<file path="config.mk">
export PLATFORM = sky130hd
export DESIGN_NAME = led_blink_ctrl
export DESIGN_NICKNAME = d
export VERILOG_FILES = /design/src/rtl/led_ctrl_pkg.sv /design/src/rtl/led_blink_ctrl_chan.sv /design/src/rtl/led_blink_ctrl.sv
export SDC_FILE = /design/constraint.sdc
export NUM_CORES = 1
export LEC_CHECK = 0
export ABC_AREA = 1
export CORE_UTILIZATION = 30
export DETAILED_ROUTE_END_ITERATION = 10
export GPL_ROUTABILITY_DRIVEN = 0
export PLACE_DENSITY = 0.57
export SETUP_SLACK_MARGIN = 0.4
export SYNTH_ARGS = -nofsm -noshare
export SYNTH_HDL_FRONTEND = slang
export SYNTH_SLANG_ARGS = --single-unit
</file>
<file path="constraint.sdc">
create_clock -name sys_clk_50M -period 5 [get_ports sys_clk_50M]
set_input_delay 0.5 -clock sys_clk_50M [delete_from_list [all_inputs] [get_ports sys_clk_50M]]
set_output_delay 0.5 -clock sys_clk_50M [all_outputs]
set_load 0.005 [all_outputs]
</file>
<file path="src/rtl/led_ctrl_pkg.sv">
`default_nettype none
// ============================================================================
//  Module      : led_ctrl_pkg
//  Description : Shared mode encodings and prescaler sizing helpers for the
//                multi-channel LED blink controller.
//  Revision    : 1.0 - initial release
// ============================================================================
package led_ctrl_pkg;

  // Channel operating modes as carried on cfg_mode
  localparam logic [1:0] MODE_OFF     = 2'd0;
  localparam logic [1:0] MODE_ON      = 2'd1;
  localparam logic [1:0] MODE_BLINK   = 2'd2;
  localparam logic [1:0] MODE_ONESHOT = 2'd3;

  // Clocks per prescaler tick
  function automatic int calc_div(input int clk_hz, input int tick_hz);
    return clk_hz / tick_hz;
  endfunction

  // Width of a counter that spans 0..div-1
  function automatic int div_width(input int div);
    return (div <= 2) ? 1 : $clog2(div);
  endfunction

endpackage
`default_nettype wire

</file>
<file path="src/rtl/led_blink_ctrl_chan.sv">
`default_nettype none
// ============================================================================
//  Module      : led_chan
//  Description : One LED channel: mode / half-period / tick counter registers
//                plus the led and done outputs.
//  Revision    : 1.0 - initial release
// ============================================================================
module led_chan
  import led_ctrl_pkg::*;
#(
  parameter int PERIOD_W = 16,
  parameter int DEF_HALF = 500
) (
  input  logic                clk,
  input  logic                rst_n,
  input  logic                tick,
  input  logic                we,
  input  logic [1:0]          wr_mode,
  input  logic [PERIOD_W-1:0] wr_half,
  output logic                led,
  output logic                done
);

  logic [1:0]          mode;
  logic [PERIOD_W-1:0] half;
  logic [PERIOD_W-1:0] cnt;
  logic                at_end;

  // half is never zero, so half-1 cannot underflow and cnt stays below half
  assign at_end = (cnt == (half - PERIOD_W'(1)));

  // Channel state: a write always beats a coincident tick
  always_ff @(posedge clk) begin
    if (!rst_n) begin
      mode <= MODE_BLINK;
      half <= PERIOD_W'(DEF_HALF);
      cnt  <= '0;
      led  <= 1'b0;
      done <= 1'b0;
    end else begin
      done <= 1'b0;
      if (we) begin
        mode <= wr_mode;
        half <= (wr_half == '0) ? PERIOD_W'(1) : wr_half;
        cnt  <= '0;
        led  <= (wr_mode != MODE_OFF);
      end else if (tick) begin
        if ((mode == MODE_BLINK) || (mode == MODE_ONESHOT)) begin
          if (at_end) begin
            cnt <= '0;
            if (mode == MODE_BLINK) begin
              led <= ~led;
            end else begin
              led  <= 1'b0;
              mode <= MODE_OFF;
              done <= 1'b1;
            end
          end else begin
            cnt <= cnt + PERIOD_W'(1);
          end
        end else begin
          cnt <= '0;
        end
      end
    end
  end

endmodule
`default_nettype wire

</file>
<file path="src/rtl/led_blink_ctrl.sv">
`default_nettype none
// ============================================================================
//  Module      : led_blink_ctrl
//  Description : Multi-channel LED driver with a shared 1 ms prescaler and a
//                one-channel-per-cycle configuration port.
//  Revision    : 1.0 - initial release
// ============================================================================
module led_blink_ctrl
  import led_ctrl_pkg::*;
#(
  parameter int CLK_FREQ_HZ = 50_000_000,
  parameter int TICK_HZ     = 1_000,
  parameter int N_CH        = 2,
  parameter int PERIOD_W    = 16,
  parameter int DEF_HALF    = 500
) (
  input  logic                sys_clk_50M,
  input  logic                rst_n,
  input  logic                cfg_we,
  input  logic [3:0]          cfg_ch,
  input  logic [1:0]          cfg_mode,
  input  logic [PERIOD_W-1:0] cfg_half,
  output logic [N_CH-1:0]     led,
  output logic [N_CH-1:0]     done,
  output logic                tick_o
);

  localparam int DIV   = calc_div(CLK_FREQ_HZ, TICK_HZ);
  localparam int DIV_W = div_width(DIV);

  if (DIV < 2) begin : g_bad_div
    $error("led_blink_ctrl: CLK_FREQ_HZ/TICK_HZ must be at least 2");
  end

  logic [DIV_W-1:0] presc;

  // Prescaler: tick_o is high the cycle after the count reaches DIV-1
  always_ff @(posedge sys_clk_50M) begin
    if (!rst_n) begin
      presc  <= '0;
      tick_o <= 1'b0;
    end else begin
      tick_o <= (presc == DIV_W'(DIV - 1));
      presc  <= (presc == DIV_W'(DIV - 1)) ? '0 : presc + DIV_W'(1);
    end
  end

  // Channel index match implies cfg_ch < N_CH, so out-of-range writes are dropped
  for (genvar i = 0; i < N_CH; i++) begin : g_chan
    logic ch_we;
    assign ch_we = cfg_we && (cfg_ch == 4'(i));

    led_chan #(
      .PERIOD_W (PERIOD_W),
      .DEF_HALF (DEF_HALF)
    ) u_chan (
      .clk     (sys_clk_50M),
      .rst_n   (rst_n),
      .tick    (tick_o),
      .we      (ch_we),
      .wr_mode (cfg_mode),
      .wr_half (cfg_half),
      .led     (led[i]),
      .done    (done[i])
    );
  end

endmodule
`default_nettype wire

</file>
# Word-level counts from Yosys, hierarchy flattened
# Cells that the tools add are included.
# word_totals
regBits	89
wordCells	84
out_inout_bits	5
# classes
n_bitwise	8
add_sub_neg	5
mux	27
n_reduce_logical	22
eq_ne	10
# op_table
cell	count
16-bit two-way mux	5
16-bit by 1-bit adder with 16-bit output, second input constant	3
16-bit equality test	2
16-bit by 1-bit subtractor with 16-bit output, second input constant	2
2-bit two-way mux	10
16-bit equality test, second input constant	1
16-bit zero test	1
2-bit nonzero test	7
1-bit two-way mux	12
5-bit OR reduction	2
2-bit equality test, second input constant	4
1-bit inverter	8
4-bit AND reduction	2
3-bit AND reduction	2
2-bit OR reduction	3
4-bit by 1-bit equality test with 1-bit output, second input constant	1
4-bit zero test	1
2-bit inequality test, second input constant	2
1-bit logical AND	2
1-bit logical OR	2

# Longest topological paths before layout
# Gate-level depths: netlist of the first run.
# depth
depth_word	6
depth_mapped	16

# Cells and area by module
# A second synthesis of the first run with hierarchy kept.
# unflattened
cells_unflattened	918
hier_area_um2	5928.2
# modules_own_cells
mod	n_inst	cells_per_inst	seq_area_each_um2	area_each_um2
led_chan	2	395	720.7	2504.9
led_blink_ctrl	1	128	340.3	918.4

# Least setup slack after synthesis of the first run
# Ideal clock, no wire load.
# synth_timing
kind	register to register
start	register g_chan[0].u_chan.half[0]
end	register g_chan[0].u_chan.cnt[14]
setup_ns	0.138
synth_period_minus_slack_ns	1.883
path_buffers	0
t_arrival_ns	1.745
required_ns	4.862
slack_ns	3.117
path_stages_with_launch	17
path_cell_list	dfxtp_1 -> inv_1 -> ha_1 -> nand2_1 -> inv_1 -> nor2_1 -> nand2_1 -> nor2_1 -> nand2_1 -> nor2_1 -> nand2_2 -> nor2_4 -> nand3_4 -> nand2_4 -> inv_6 -> nand2_2 -> a21oi_2
# synth_between
elab_chain_cells	4
# synth_rtl
element	line	source
start, declared	led_blink_ctrl_chan.sv:25	logic [PERIOD_W-1:0] half;
start signal, assigned	led_blink_ctrl_chan.sv:36	half <= PERIOD_W'(DEF_HALF);
start signal, assigned	led_blink_ctrl_chan.sv:44	half <= (wr_half == '0) ? PERIOD_W'(1) : wr_half;
16-bit by 1-bit subtractor with 16-bit output	led_blink_ctrl_chan.sv:30	assign at_end = (cnt == (half - PERIOD_W'(1)));
16-bit equality test	led_blink_ctrl_chan.sv:30	
16-bit two-way mux	led_blink_ctrl_chan.sv:49	if (at_end) begin
16-bit two-way mux	led_blink_ctrl_chan.sv:48	if ((mode == MODE_BLINK) || (mode == MODE_ONESHOT)) begin
end signal, assigned	led_blink_ctrl_chan.sv:59	cnt <= cnt + PERIOD_W'(1);
end, declared	led_blink_ctrl_chan.sv:26	logic [PERIOD_W-1:0] cnt;
# Every way passes these cells.
# A chain may end at the register's enable or synchronous reset.

# Final worst setup path of the first run
# layout_timing
start	register g_chan[1].u_chan.half[0]
end	register g_chan[1].u_chan.cnt[12]
# layout_between
elab_chain_cells	4
# layout_rtl
element	line
start, declared	led_blink_ctrl_chan.sv:25
start signal, assigned	led_blink_ctrl_chan.sv:36
start signal, assigned	led_blink_ctrl_chan.sv:44
16-bit by 1-bit subtractor with 16-bit output	led_blink_ctrl_chan.sv:30
16-bit equality test	led_blink_ctrl_chan.sv:30
16-bit two-way mux	led_blink_ctrl_chan.sv:49
16-bit two-way mux	led_blink_ctrl_chan.sv:48
end signal, assigned	led_blink_ctrl_chan.sv:59
end, declared	led_blink_ctrl_chan.sv:26
# Every way passes these cells.

==> summary.md, run 1 <==
| Metric | Value |
|---|---|
| Status | complete, no violations |
| Cell taking the most area after synthesis | dfxtp_1 |
| Fmax | 446 MHz |
| Residual DRC count | 0 |
| Final setup fails | 0 |
| Worst stage delay on the critical path | 0.32 ns |
| Dpl cells | 1050 |
| Critical Path RT | 5.22 ns |
| Crit path max-delay family | simple AND/OR/NAND/NOR gates |
| Worst hold path stage count | 1 |
| Final Skew | 0.00818 ns |
| Top cells by area, synth | dfxtp_1 33%, nand2_1 14%, inv_1 7.5% |
| Kind of end point of the critical path | flop |
| Worst-case clock buffer depth | 2 |
| Clock transition at the registers of the reported paths | 0.07 ns |
| Terminus of the critical flop-to-flop path | g_chan[1].u_chan.cnt[12] |
| Die ar. | 18600 µm² |
| Library cells used by synthesis | 43 |
| Number of synthesized flops with an enable pin | 0 |
| Initial Util | 0.310 |
| Layout Cells excl Fill | 1066 |
| Total Nets Final | 866 |
| Rows | 48 |
| Largest net degree at the start of global routing | 33 |
| Worst r2r src | g_chan[1].u_chan.half[0] |
| Cell Chain, Critical Path | inv_1 -> ha_1 -> nand3_2 -> nor2_2 -> nand2_1 -> nand2_1 -> nand2_1 -> nor2_1 -> nand2_1 -> nor2_2 -> nand2_2 -> nand3b_1 -> a21oi_1 |
| Hold path startpoint | presc[0] |
| Routed WL | 13.6 mm |
| Drt wl/cell | 12.7 µm |
| Worst path slowest cell | dfxtp_1 |
| DP Wirelength | 10.3 mm |
| First-pass GRT wire length | 22.7 mm |
| Pins Over Slew Limit | 0 |
| Post-CTS sizing | 0 |
| Critical Path Source Type | flop |
| Global Route Usage Sum | 0.154 |
| Io pins | 30 |
| Drt first pass iters | 6 |
| Leakage power | 0.00247 µW |
| Mapped Avg Cell Area | 6.63 µm² |
| Met1 Wirelength | 6.93 mm |
| Die Wd | 136 µm |
| Ys async rst share | 0 |
| WHS | 0.436 ns |
| Vias | 4987 |
| Core Area | 17500 µm² |
| DRT antenna net count | 0 |
| Power density cells | 240 nW/µm² |
| First-iteration detailed-routing DRC count | 304 |
| Number of global-route vias before repair | 4615 |
| Number of H-tree levels | 3 |
| I/O Buffers | 29 |
| Top Layer Used | met4 |
| TritonCTS Sinks | 89 |
| CTS tree | done |
| Synth Net Count | 848 |
| Final period util | 0.448 |
| Tmin final | 2.24 ns |
| Synth Area in XOR/XNOR | 0.0776 |
| Skew-Pair Late Insertion Delay | 0.34 ns |
| Total grt overflow | 0 |
| Hold-fix buffers, CTS | 0 |
| Vias per cell | 4.68 |
| Worst slew pin tran | 1.12 ns |
| Antenna violations before repair | 0 |
| Post-synthesis sequential area ratio | 0.329 |
| Root Buffer | clkbuf_16 |
| Commonest cells post-synth | 197 x nand2_1, 108 x inv_1, 89 x dfxtp_1 |
| Worst-path fanout max | 16 |
| CTS Buf Count | 9 |
| Mux contribution to synthesized area | 0 |
| Total negative slack | 0 ns |
| Synthesized-area fraction occupied by adder cells | 0.0115 |
| #FFs+latches synth | 89 |
| Peak supply drop | 0.000140 V |
| WP buf/inv | 1 |
| Largest family of logic cells by synthesized area | simple AND/OR/NAND/NOR gates |
| Post-synth top area share | 0.329 |
| Ant diodes | 0 |
| Prevailing post-synth register cell | dfxtp_1 |
| WHS Endpoint | presc[0] |
| Max Cap Violations | 0 |
| Synthesis-to-finish area growth | 14.0% |
| R2R Setup Slk | 2.76 ns |
| Layout cells sized above 1 | 0.0785 |
| Cell Area, Synth | 5420 µm² |
| Worst path arrival time | 2.46 ns |
| CP Class | reg -> reg |
| CP dominant cell by count | nand2_1 |
| Met3 WL | 509 µm |
| Chip Height | 136 µm |
| Worst slew margin | 0.252 |
| Setup repair after global routing missed its margin | no |
| Hold Path Class | reg -> reg |
| Final Hold Violating Endpoints | 0 |
| Most frequent cell after synthesis | nand2_1 |
| Simple-gate share of the synthesized area | 0.369 |
| Post CTS Setup Buffer Count | 0 |
| Met2 WL | 6.04 mm |
| Reg2reg path depth | 13 |
| Synth Instances | 818 |
| Yosys warning count | 0 |
| Compound-Gate Fraction of Synth Area | 0.109 |
==> layer usage <==
metal,up-vias,track usage
li1,2658,-
met1,2229,0.216
met2,89,0.246
met3,11,0.0220
met4,0,0.0407
met5,-,0
==> cells by family after synthesis <==
kind of cell / Yosys count
XOR/XNOR: 48
buffers and inverters: 140
AO/OA/AOI/OAI: 104
adder cells (fa/ha/maj): 5
flip-flops: 89
AND/OR/NAND/NOR: 432
==> worst reg2reg max path: stages (launching register included) <==
cell and delay [ns]:
dfxtp_1 0.32, inv_1 0.12, ha_1 0.24, nand3_2 0.14
nor2_2 0.25, nand2_1 0.08, nand2_1 0.07, nand2_1 0.05
nor2_1 0.11, nand2_1 0.08, nor2_2 0.14, nand2_2 0.26
nand3b_1 0.19, a21oi_1 0.08
==> power by group <==
group,total (µW),internal (µW),switching [µW],leakage (µW)
combinational,78.6,33.0,45.5,0.00160
sequential,720,715,5.63,0.000719
clock,684,390,294,0.000144
total,1480,1140,345,0.00247
==> sequential cells by signal, indices dropped and copies added (netlist names) <==
signal,count
g_chan.u_chan.half,32
g_chan.u_chan.mode,4
tick_o,1
presc,16
g_chan.u_chan.done,2
g_chan.u_chan.led,2
g_chan.u_chan.cnt,32
==> cell usage in the layout (no fill, tap or decap), types with 2 or more instances in the layout <==
master	n
nand3b_1	8
clkinv_2	2
nand2_2	13
o22ai_1	10
nor2_2	11
nand3_1	55
buf_4	2
a21oi_1	41
dfxtp_1	89
nor2_4	5
inv_1	108
nand3_2	2
a22oi_1	9
inv_2	3
ha_1	5
clkinv_1	4
nand4_1	28
nor3_1	11
nor4_1	7
nor3b_1	2
o21ai_0	32
xor2_1	29
nor3_2	2
clkbuf_16	9
nand2_1	197
nor2_1	84
xnor2_1	19
clkdlybuf4s50_1	29
nand2_4	2
a21oi_2	7
==> stage by stage <==
step                instance area, µm²  total power, µW  utilization  worst slack, ns
floorplan                         5420              777            -             3.12
global placement                  5880              815        0.337             2.48
detailed placement                5880              815        0.337             2.45
CTS                               6180             1500        0.354             2.76
global route                      6180             1540        0.354             2.47
finish                            6180             1480        0.354             2.76
==> final cells by class <==
type	instances	area (µm²)
inverter	116	440
clock inverter	6	67.6
multi-input combinational	589	3070
fill	1886	11300
tap	225	282
clock buffer	10	229
timing repair buffer	31	305
sequential	89	1780
==> worst max-delay path by stage <==
stage                             startpoint                         to  cells past startpoint
detailed placement                 cfg_ch[3]  g_chan[1].u_chan.half[10]                      6
finish              g_chan[1].u_chan.half[0]   g_chan[1].u_chan.cnt[12]                     13
floorplan           g_chan[0].u_chan.half[0]   g_chan[0].u_chan.cnt[14]                     16
CTS                 g_chan[1].u_chan.half[0]   g_chan[1].u_chan.cnt[12]                     13
global placement                   cfg_ch[3]  g_chan[1].u_chan.half[10]                      6
global route                       cfg_ch[3]  g_chan[1].u_chan.half[11]                      6
(Power assumes the default switching activity.)
==> inputs of run 2 (changes only) <==
==> constraint.sdc (replaced) <==
create_clock -name sys_clk_50M -period 2.1 [get_ports sys_clk_50M]
set_input_delay 0.21 -clock sys_clk_50M [delete_from_list [all_inputs] [get_ports sys_clk_50M]]
set_output_delay 0.21 -clock sys_clk_50M [all_outputs]
set_load 0.005 [all_outputs]
==> summary.md, run 2 (same netlist as run 1, synthesis figures left out) <==
| Metric | Value |
|---|---|
| Setup repair after global routing missed its margin | yes |
| Number of H-tree levels | 3 (unchanged) |
| Kind of end point of the critical path | flop |
| Largest regs | g_chan.u_chan.cnt: 32 flops, g_chan.u_chan.half: 32 flops, presc: 16 flops |
| # fillers | 1752 (-7.1%) |
| Drt first pass iters | 5 (-1) |
| Dpl cells | 1068 (+1.7%) |
| Hold path startpoint | presc[0] |
| Layout Cells excl Fill | 1125 (+5.5%) |
| Peak supply drop | 0.000618 V (+340%) |
| Final period util | 0.917 (+0.469) |
| Chip Height | 136 µm (unchanged) |
| I/O Buffers | 29 (unchanged) |
| Met2 Resource Use GR | 0.248 (+0.00169) |
| Routed WL | 14.8 mm (+9.2%) |
| Leakage power | 0.00295 µW (+19%) |
| Total Nets Final | 925 (+6.8%) |
| Final Skew | 0.00667 ns (-0.00151 ns) |
| Total negative slack | 0 ns (unchanged) |
| Worst path arrival time | 2.16 ns (-0.30 ns) |
| TritonCTS Sinks | 89 (unchanged) |
| Critical Path Source Type | flop |
| Antenna violations before repair | 0 (unchanged) |
| Drt wl/cell | 13.2 µm (+3.5%) |
| GR Util met1 | 0.234 (+0.0181) |
| First-iteration detailed-routing DRC count | 255 (-16%) |
| CTS tree | done |
| First-pass GRT wire length | 24.0 mm (+5.8%) |
| Ant diodes | 0 (unchanged) |
| Pins Over Slew Limit | 0 (unchanged) |
| Max Cap Violations | 0 (unchanged) |
| Synthesis-to-finish area growth | 34.5% |
| Met3 Usage GRT | 0.0235 (+0.00149) |
| DRT antenna net count | 0 (unchanged) |
| Worst-path fanout max | 8 (-8) |
| Power density cells | 519 nW/µm² (+120%) |
| Terminus of the critical flop-to-flop path | g_chan[1].u_chan.cnt[8] |
| Number of global-route vias before repair | 4865 (+5.4%) |
| Tmin final | 1.93 ns (-0.314 ns) |
| Busiest metal layer after global routing | met2 |
| Core Area | 17500 µm² (unchanged) |
| Global Route Usage Sum | 0.165 (+0.0105) |
| Die Wd | 136 µm (unchanged) |
| Root Buffer | clkbuf_16 |
| Vias per cell | 4.74 (+1.3%) |
| Worst hold path stage count | 1 (unchanged) |
| Footprint of the multi-input gates | 3620 µm² (+18%) |
| Initial Util | 0.310 (unchanged) |
| DP Wirelength | 10.4 mm (+1.7%) |
| Leading cell types in the layout, fill and taps excluded | 182 x nand2_1, 100 x inv_1, 74 x dfxtp_1 |
| Post-Place Setup Slack | 0.103 ns (-2.35 ns) |
| Critical Path RT | 2.34 ns (-2.88 ns) |
| Layout cells sized above 1 | 0.264 (+0.186) |
| Final Power | 3790 µW (+160%) |
| Hold Path Class | reg -> reg |
| Worst r2r src | g_chan[1].u_chan.half[0] |
| Clock transition at the registers of the reported paths | 0.07 ns (about the same) |
| Worst slew margin | 0.559 (+0.307) |
| R2R Setup Slk | 0.17 ns (-2.59 ns) |
| WHS Endpoint | presc[0] |
| Residual DRC count | 0 (unchanged) |
| CTS Buf Count | 9 (unchanged) |
| CP Class | reg -> reg |
| Final Hold Violating Endpoints | 0 (unchanged) |
| Fmax | 519 MHz (+16%) |
| Largest net degree at the start of global routing | 25 (-24%) |
| Status | complete, no violations |
| Reg2reg path depth | 13 (unchanged) |
| Worst Slack Setup Final | 0.173 ns (-2.59 ns) |
| Io pins | 30 (unchanged) |
| Skew-Pair Late Insertion Delay | 0.36 ns (+0.02 ns) |
| Worst-case clock buffer depth | 2 (unchanged) |
| Final setup fails | 0 (unchanged) |
| Most common cell after layout, fill and taps aside | nand2_1 |
| Worst slew pin tran | 0.661 ns (-0.460 ns) |
| Rows | 48 (unchanged) |
| Vias | 5330 (+6.9%) |
| Total grt overflow | 0 (unchanged) |
| Sequential cell area | 1810 µm² (+1.6%) |
| Die ar. | 18600 µm² (unchanged) |
## run 2: changes by cell type in the layout (fill, tap and decap cells not counted), moves of 7 or more
cell / before / now
nand3_2: 2 / 18
dfxtp_1: 89 / 74
nand3_1: 55 / 36
a21oi_2: 7 / 17
a21oi_1: 41 / 31
nor2_1: 84 / 56
inv_2: 3 / 10
nand2_1: 197 / 182
nand2_2: 13 / 20
dfxtp_2: 0 / 11
buf_4: 2 / 52
nor2_2: 11 / 25
nor2_4: 5 / 19
inv_1: 108 / 100
## run 2: cell type report
cell class	count	area share
multi-input combinational	591	0.497
sequential	89	0.248
timing repair buffer	88	0.108
inverter	116	0.0620
tap	225	0.0386
clock buffer	10	0.0328
clock inverter	6	0.0130
## run 2: where the power goes
part	leakage, µW	internal (µW)	switching [µW]
clock	0.000164	1090	753
combinational	0.00206	101	124
sequential	0.000723	1700	16.4
total	0.00295	2890	894
## run 2: layer usage
layer | up-vias | share of wire
li1 | 2796 | -
met1 | 2444 | 0.50
met2 | 76 | 0.45
met3 | 14 | 0.034
met4 | 0 | 0.016
met5 | - | 0
## run 2: metrics by stage
step / utilization / hold WS (ns) / cell area (µm²)
6_report: 0.417 / 0.442 / 7290
5_1_grt: 0.417 / 0.457 / 7290
4_1_cts: 0.395 / 0.443 / 6900
3_5_place_dp: 0.347 / 0.438 / 6060
3_3_place_gp: 0.347 / 0.431 / 6060
2_1_floorplan: - / 0.320 / 5470
## run 2: how the worst max path moves through the flow
stage / slack (ns) / endpoint / cells past startpoint / from
after floorplan: 0.29 / g_chan[0].u_chan.cnt[11] / 16 / g_chan[0].u_chan.half[1]
after global placement: 0.12 / g_chan[0].u_chan.cnt[11] / 15 / g_chan[0].u_chan.half[0]
after detailed placement: 0.10 / g_chan[0].u_chan.cnt[11] / 15 / g_chan[0].u_chan.half[0]
after CTS: 0.20 / g_chan[0].u_chan.led / 16 / g_chan[0].u_chan.half[0]
after global routing: 0.03 / g_chan[0].u_chan.led / 14 / g_chan[0].u_chan.half[5]
final: 0.17 / g_chan[1].u_chan.cnt[8] / 13 / g_chan[1].u_chan.half[0]
## run 2: what timing repair did
action | CTS | global route
gates cloned | 2 | 0
pin swaps | 43 | 32
resized for setup | 78 | 69
hold buffers | 0 | 0
setup buffers | 25 | 14
endpoints found under the setup margin | 50 | 55
## run 2: critical path: stages (launching register included)
cell	delay, ns
dfxtp_2	0.34
inv_4	0.07
ha_4	0.16
nand3_4	0.13
nor2_4	0.16
buf_4	0.13
nand3b_1	0.07
nand2_1	0.09
nand3_2	0.10
nor2_4	0.20
buf_6	0.15
nand2_8	0.08
nand4_1	0.08
a21oi_1	0.06
